File: src/rtl/rsp_frame_engine.sv
// Response framer: SOF, STATUS, CMD, optional address echo and read payload, then CRC-8 (poly 0x07).
// Byte-wide TX stream with a single registered output stage and an optional inter-frame gap.
module rsp_frame_engine #(
  parameter int          MAX_PAYLOAD = 64,
  parameter int          ADDR_BYTES  = 4,
  parameter int          IFG_CYCLES  = 1,
  parameter logic [7:0]  SOF_BYTE    = 8'h5A,
  localparam int         LW          = $clog2(MAX_PAYLOAD + 1)
) (
  input  logic                    clk,
  input  logic                    rst,
  input  logic                    req_valid,
  output logic                    req_ready,
  input  logic [7:0]              req_status,
  input  logic [7:0]              req_cmd,
  input  logic [8*ADDR_BYTES-1:0] req_addr,
  input  logic [LW-1:0]           req_len,
  input  logic                    req_is_read,
  input  logic [7:0]              pl_data,
  input  logic                    pl_valid,
  output logic                    pl_ready,
  output logic [7:0]              tx_data,
  output logic                    tx_valid,
  input  logic                    tx_ready,
  input  logic                    abort,
  output logic                    busy,
  output logic                    frame_done,
  output logic                    frame_aborted,
  output logic [15:0]             frame_count
);

  localparam int ACW = $clog2(ADDR_BYTES + 1);

  typedef enum logic [2:0] {
    S_IDLE, S_SOF, S_STATUS, S_CMD, S_ADDR, S_DATA, S_CRC, S_GAP
  } state_t;

  state_t                  state_q;
  logic [7:0]              tx_data_q;
  logic                    tx_valid_q;
  logic [7:0]              crc_q;
  logic [7:0]              status_q;
  logic [7:0]              cmd_q;
  logic [8*ADDR_BYTES-1:0] addr_q;
  logic [LW-1:0]           len_q;
  logic                    has_pl_q;
  logic [ACW-1:0]          addr_cnt_q;
  logic [LW-1:0]           dcnt_q;
  logic                    crc_loaded_q;
  logic [3:0]              gap_q;
  logic                    frame_done_q;
  logic                    frame_aborted_q;
  logic [15:0]             frame_count_q;

  logic tx_hs;
  logic slot_free;
  logic pl_hs;

  function automatic logic [7:0] crc8_upd(input logic [7:0] crc, input logic [7:0] b);
    logic [7:0] x;
    x = crc ^ b;
    for (int i = 0; i < 8; i++) begin
      x = x[7] ? ((x << 1) ^ 8'h07) : (x << 1);
    end
    return x;
  endfunction

  assign tx_hs     = tx_valid_q && tx_ready;
  assign slot_free = !tx_valid_q || tx_ready;
  // Payload is pulled straight into the output register; an aborting cycle takes nothing.
  assign pl_ready  = (state_q == S_DATA) && slot_free && !abort;
  assign pl_hs     = pl_valid && pl_ready;

  assign req_ready     = (state_q == S_IDLE) && !rst;
  assign busy          = (state_q != S_IDLE);
  assign tx_data       = tx_data_q;
  assign tx_valid      = tx_valid_q;
  assign frame_done    = frame_done_q;
  assign frame_aborted = frame_aborted_q;
  assign frame_count   = frame_count_q;

  always_ff @(posedge clk) begin
    if (rst) begin
      state_q         <= S_IDLE;
      tx_data_q       <= 8'h00;
      tx_valid_q      <= 1'b0;
      crc_q           <= 8'h00;
      status_q        <= 8'h00;
      cmd_q           <= 8'h00;
      addr_q          <= '0;
      len_q           <= '0;
      has_pl_q        <= 1'b0;
      addr_cnt_q      <= '0;
      dcnt_q          <= '0;
      crc_loaded_q    <= 1'b0;
      gap_q           <= 4'd0;
      frame_done_q    <= 1'b0;
      frame_aborted_q <= 1'b0;
      frame_count_q   <= 16'd0;
    end else begin
      frame_done_q    <= 1'b0;
      frame_aborted_q <= 1'b0;
      if (abort && state_q != S_IDLE) begin
        state_q         <= S_IDLE;
        tx_valid_q      <= 1'b0;
        crc_q           <= 8'h00;
        frame_aborted_q <= 1'b1;
      end else begin
        case (state_q)
          S_IDLE: begin
            if (req_valid) begin
              status_q   <= req_status;
              cmd_q      <= req_cmd;
              addr_q     <= req_addr;
              len_q      <= (req_len > LW'(MAX_PAYLOAD)) ? LW'(MAX_PAYLOAD) : req_len;
              has_pl_q   <= (req_status == 8'h00) && req_is_read;
              crc_q      <= 8'h00;
              tx_data_q  <= SOF_BYTE;
              tx_valid_q <= 1'b1;
              state_q    <= S_SOF;
            end
          end
          S_SOF: begin
            if (tx_hs) begin
              tx_data_q <= status_q;
              crc_q     <= crc8_upd(crc_q, status_q);
              state_q   <= S_STATUS;
            end
          end
          S_STATUS: begin
            if (tx_hs) begin
              tx_data_q <= cmd_q;
              crc_q     <= crc8_upd(crc_q, cmd_q);
              state_q   <= S_CMD;
            end
          end
          S_CMD: begin
            if (tx_hs) begin
              if (has_pl_q) begin
                tx_data_q  <= addr_q[7:0];
                crc_q      <= crc8_upd(crc_q, addr_q[7:0]);
                addr_q     <= addr_q >> 8;
                addr_cnt_q <= ACW'(1);
                dcnt_q     <= '0;
                state_q    <= (ADDR_BYTES == 1 && len_q != '0) ? S_DATA : S_ADDR;
              end else begin
                tx_data_q    <= crc_q;
                crc_loaded_q <= 1'b1;
                state_q      <= S_CRC;
              end
            end
          end
          S_ADDR: begin
            // DATA is entered while the last address byte is still presented so payload follows without a bubble.
            if (tx_hs) begin
              if (addr_cnt_q == ACW'(ADDR_BYTES)) begin
                tx_data_q    <= crc_q;
                crc_loaded_q <= 1'b1;
                state_q      <= S_CRC;
              end else begin
                tx_data_q  <= addr_q[7:0];
                crc_q      <= crc8_upd(crc_q, addr_q[7:0]);
                addr_q     <= addr_q >> 8;
                addr_cnt_q <= addr_cnt_q + ACW'(1);
                if (addr_cnt_q == ACW'(ADDR_BYTES - 1) && len_q != '0) begin
                  state_q <= S_DATA;
                end
              end
            end
          end
          S_DATA: begin
            if (pl_hs) begin
              tx_data_q  <= pl_data;
              tx_valid_q <= 1'b1;
              crc_q      <= crc8_upd(crc_q, pl_data);
              dcnt_q     <= dcnt_q + LW'(1);
              if (dcnt_q == len_q - LW'(1)) begin
                crc_loaded_q <= 1'b0;
                state_q      <= S_CRC;
              end
            end else if (tx_hs) begin
              tx_valid_q <= 1'b0;
            end
          end
          S_CRC: begin
            if (!crc_loaded_q) begin
              if (slot_free) begin
                tx_data_q    <= crc_q;
                tx_valid_q   <= 1'b1;
                crc_loaded_q <= 1'b1;
              end
            end else if (tx_hs) begin
              tx_valid_q    <= 1'b0;
              frame_done_q  <= 1'b1;
              frame_count_q <= frame_count_q + 16'd1;
              gap_q         <= 4'((IFG_CYCLES > 0) ? IFG_CYCLES - 1 : 0);
              state_q       <= (IFG_CYCLES == 0) ? S_IDLE : S_GAP;
            end
          end
          S_GAP: begin
            if (gap_q == 4'd0) begin
              state_q <= S_IDLE;
            end else begin
              gap_q <= gap_q - 4'd1;
            end
          end
          default: state_q <= S_IDLE;
        endcase
      end
    end
  end

endmodule
File: config.mk
export PLATFORM = sky130hd
export DESIGN_NAME = rsp_frame_engine
export DESIGN_NICKNAME = d
export VERILOG_FILES = /design/src/rtl/rsp_frame_engine.sv
export SDC_FILE = /design/constraint.sdc
export NUM_CORES = 1
export LEC_CHECK = 0
export BUFFER_PORTS_ARGS = -buffer_cell sky130_fd_sc_hd__buf_2
export CORE_MARGIN = 8
export CORE_UTILIZATION = 52
export DETAILED_ROUTE_END_ITERATION = 7
export HOLD_SLACK_MARGIN = 0.08
export PLACE_DENSITY = 0.84
export SLEW_MARGIN = 20
export SYNTH_ARGS = -nofsm -noshare
export SYNTH_HDL_FRONTEND = slang
export SYNTH_SLANG_ARGS = --single-unit
File: constraint.sdc
create_clock -name clk -period 1.85 [get_ports clk]
set_input_delay 0.0925 -clock clk [delete_from_list [all_inputs] [get_ports clk]]
set_output_delay 0.0925 -clock clk [all_outputs]
set_load 0.005 [all_outputs]
==> summary.txt <==
Status -> finished with violations
Failing checks -> setup timing
Peak supply drop -> 822.8 uV
DRT iter0 DRCs -> 672
Setup ws final -> -0.2086 ns
H-tree levels -> 3
Clock sink count -> 109
Setup Skew -> 0.009932 ns
Largest area contributor in the synthesized netlist -> dfxtp_1
Max-slew violation count -> 0
Grt total ovfl -> 0
Startpoint Class -> register
Placer congestion estimate -> 0.9286
WL/cell -> 18.34 um
Most frequent cells in the layout -> nand2_1, dfxtp_1, buf_2
Primary FF master, synth -> dfxtp_1
Inst Count DP -> 1089
Total CTS buffers -> 9
Crit path cell chain -> buf_6 -> or3b_4 -> a21oi_4 -> o221a_4 -> buf_12 -> nor2_1 -> a311oi_1
Max-slew headroom -> 68.04%
Largest stage delay on the critical path -> 0.41 ns
Worst min-delay path endpoint -> has_pl_q
DRT antenna net count -> 0
CP Data Arrival Time -> 2.31 ns
Synth top area cells -> dfxtp_1, xnor2_1, nand2_1, xor2_1, a21oi_1
Max Fclk -> 0.4858 GHz
Global Route Usage Sum -> 24.90%
Number of global-route vias before repair -> 6682
DRC errors left -> 0
Syn nets -> 858
Gate power share -> 56.6%
Largest net degree at the start of global routing -> 66
Core area -> 12060 um2
Post-route insts no fill -> 1180
Clock Power Share -> 16.3%
Top cell type's share of synthesized area -> 33.77%
Share of layout cells above drive strength 1 -> 28.75%
Most common cell after layout, fill and taps aside -> nand2_1
Post-DP HPWL -> 13.09 mm
Unrepaired setup endpoints after global routing -> true
Clock latency on the worst-skew pair -> 0.37 ns
Delay-heaviest family, CP -> compound AO/OA/AOI/OAI gates
Row cnt -> 40
Initial antenna violation count -> 0
IO Pins -> 100
Unique masters post-synth -> 79
R2r startpoint -> state_q[0]
Synthesized area per cell -> 8.294 um2
Maxcap violations -> 0
Nets@finish -> 1086
Peak fanout along the critical path -> 15
Clock transition at path regs -> 0.08 ns
Ys Warns -> 0
Sequential Power Share -> 27.1%
Port bufs -> 99
EDFF count, synth -> 0
Fin crit share -> 111.3%
Slew @ Worst Pin -> 0.4719 ns
Synth Register Bits -> 109
Min-delay worst type -> in -> reg
Die X-Extent -> 127.5 um
CP Buf/Inv Count -> 2
DRT Wirelength -> 21.64 mm
Chip height -> 127.5 um
Setup crit end kind -> register
Slowest cell on crit path -> or3b_4
Leakage -> 3.742 nW
R2R setup slack -> -0.21 ns
Sw Ratio -> 40.70%
Asr flop ratio synth -> 0%
CP Data Required Time -> 2.10 ns
Final Critical Period -> 2.059 ns
N_diodes -> 0
Worst Setup Path Type -> reg -> reg
Mapped Area -> 6461 um2
Sequential share of the synthesized area -> 33.77%
Initial Utilization -> 53.57%
Fill cells -> 802
Vias per cell -> 5.820
Pwr dens -> 1316 nW/um2
Vias post-DR -> 6868
Die area -> 16250 um2
Clock buffer depth -> 2
Final setup violation count -> 48
P&R area growth vs syn -> 39.81%
CTS tree -> done
R2R depth -> 7
Hold Vio Cnt, Final -> 0
First-pass DRT Iterations -> 6
Synthesized instance count -> 779
Int Power -> 7.047 mW
CTS root buf -> clkbuf_16
First-pass GRT wire length -> 32.72 mm
Switching power -> 4.838 mW
Origin of the worst min-delay path -> req_is_read
Hold Crit Depth -> 5
Final Hold Slack -> 0.1434 ns
Crit Reg-Reg Endpoint -> addr_q[13]
metal layers:
layer	wire (um)	vias to the layer above	GRT usage, %
li1	-	3183	-
met1	8110	3245	27.00
met2	11180	350	45.20
met3	1407	90	5.491
met4	947	0	11.62
met5	0	-	0
worst max path at each step:
stage	start	end	cells past startpoint
floorplan	crc_q[1]	crc_q[2]	7
global placement	state_q[2]	crc_q[2]	7
detailed placement	state_q[1]	addr_q[21]	7
CTS	crc_q[6]	crc_q[1]	6
global route	state_q[0]	addr_q[13]	7
finish	state_q[0]	addr_q[13]	7
cell usage after synthesis, types with 5 or more instances:
cell type	instances
nand2_1	136
dfxtp_1	109
xnor2_1	63
nor2_1	61
a21oi_1	54
xor2_1	38
o21ai_0	28
a311oi_1	25
clkbuf_1	24
nand3_1	18
buf_2	17
inv_1	15
a221oi_1	13
a22oi_1	12
nor3_1	11
ha_1	9
or3_1	8
buf_4	7
nand2b_1	7
nand3b_1	7
a211oi_1	6
nand4_1	6
xnor3_1	6
a31oi_1	5
and2_1	5
nor2b_1	5
layout make-up:
class,count,area [um2],area share (%)
Multi-Input combinational cell,601,4155,46.00
Sequential cell,109,2188,24.22
Timing Repair Buffer,269,2125,23.52
Clock buffer,10,229.0,2.535
Tap cell,168,210.2,2.327
Inverter,17,63.81,0.7064
Clock inverter,6,62.56,0.6925
registers in the layout, summed over array words and instances, names as in the netlist, 3 cells and up:
register	flops
addr_q	32
frame_count	16
cmd_q	8
crc_q	8
status_q	8
tx_data	8
dcnt_q	7
len_q	7
gap_q	4
addr_cnt_q	3
state_q	3
kinds of logic (layout without fill, tap and decap cells):
group                    Yosys count  after routing  synth area share (%)
flip-flops                       109            109                 33.77
multiplexers                       3              3                0.4648
AO/OA/AOI/OAI                    179            179                 19.46
XOR/XNOR                         113            113                 17.53
AND/OR/NAND/NOR                  297            297                 21.94
buffers and inverters             69            302                 5.093
adder cells (fa/ha/maj)            9              9                 1.743
power groups by stage:
stage	clock network, mW	logic, mW	registers [mW]
finish	1.94	6.73	3.22
detailed placement	0	5.65	3.21
CTS	1.95	6.16	3.17
floorplan	0	3.90	3.12
global route	2.05	7.14	3.25
global placement	0	5.56	3.20
metrics by stage:
stage / total power, mW / instance area [um2] / utilization, % / setup slack (ns) / TNS [ns]
global placement: 8.762 / 7744 / 64.20 / -0.05594 / -0.6342
detailed placement: 8.862 / 7744 / 64.20 / -0.09153 / -1.447
CTS: 11.29 / 8806 / 73.01 / -0.01823 / -0.05695
finish: 11.89 / 9034 / 74.90 / -0.2086 / -2.772
global route: 12.44 / 9034 / 74.90 / -0.3006 / -7.561
floorplan: 7.026 / 6461 / - / 0.002443 / 0
worst register-to-register path, delay by kind of cell (launching register included):
kind / cells / cell delay, ns
AOI/OAI and AO/OA: 3 / 0.83
DFF: 1 / 0.35
and+or+nand+nor: 2 / 0.46
buffers and inverters: 2 / 0.30
repair_timing:
action	CTS	global route
resized for setup	24	34
hold buffers	56	0
endpoints found under the setup margin	49	71
gates cloned	2	2
hold endpoints to repair	57	0
pin swaps	23	20
buffers inserted	10	5
No activity file was read; power rests on OpenSTA's default activity.
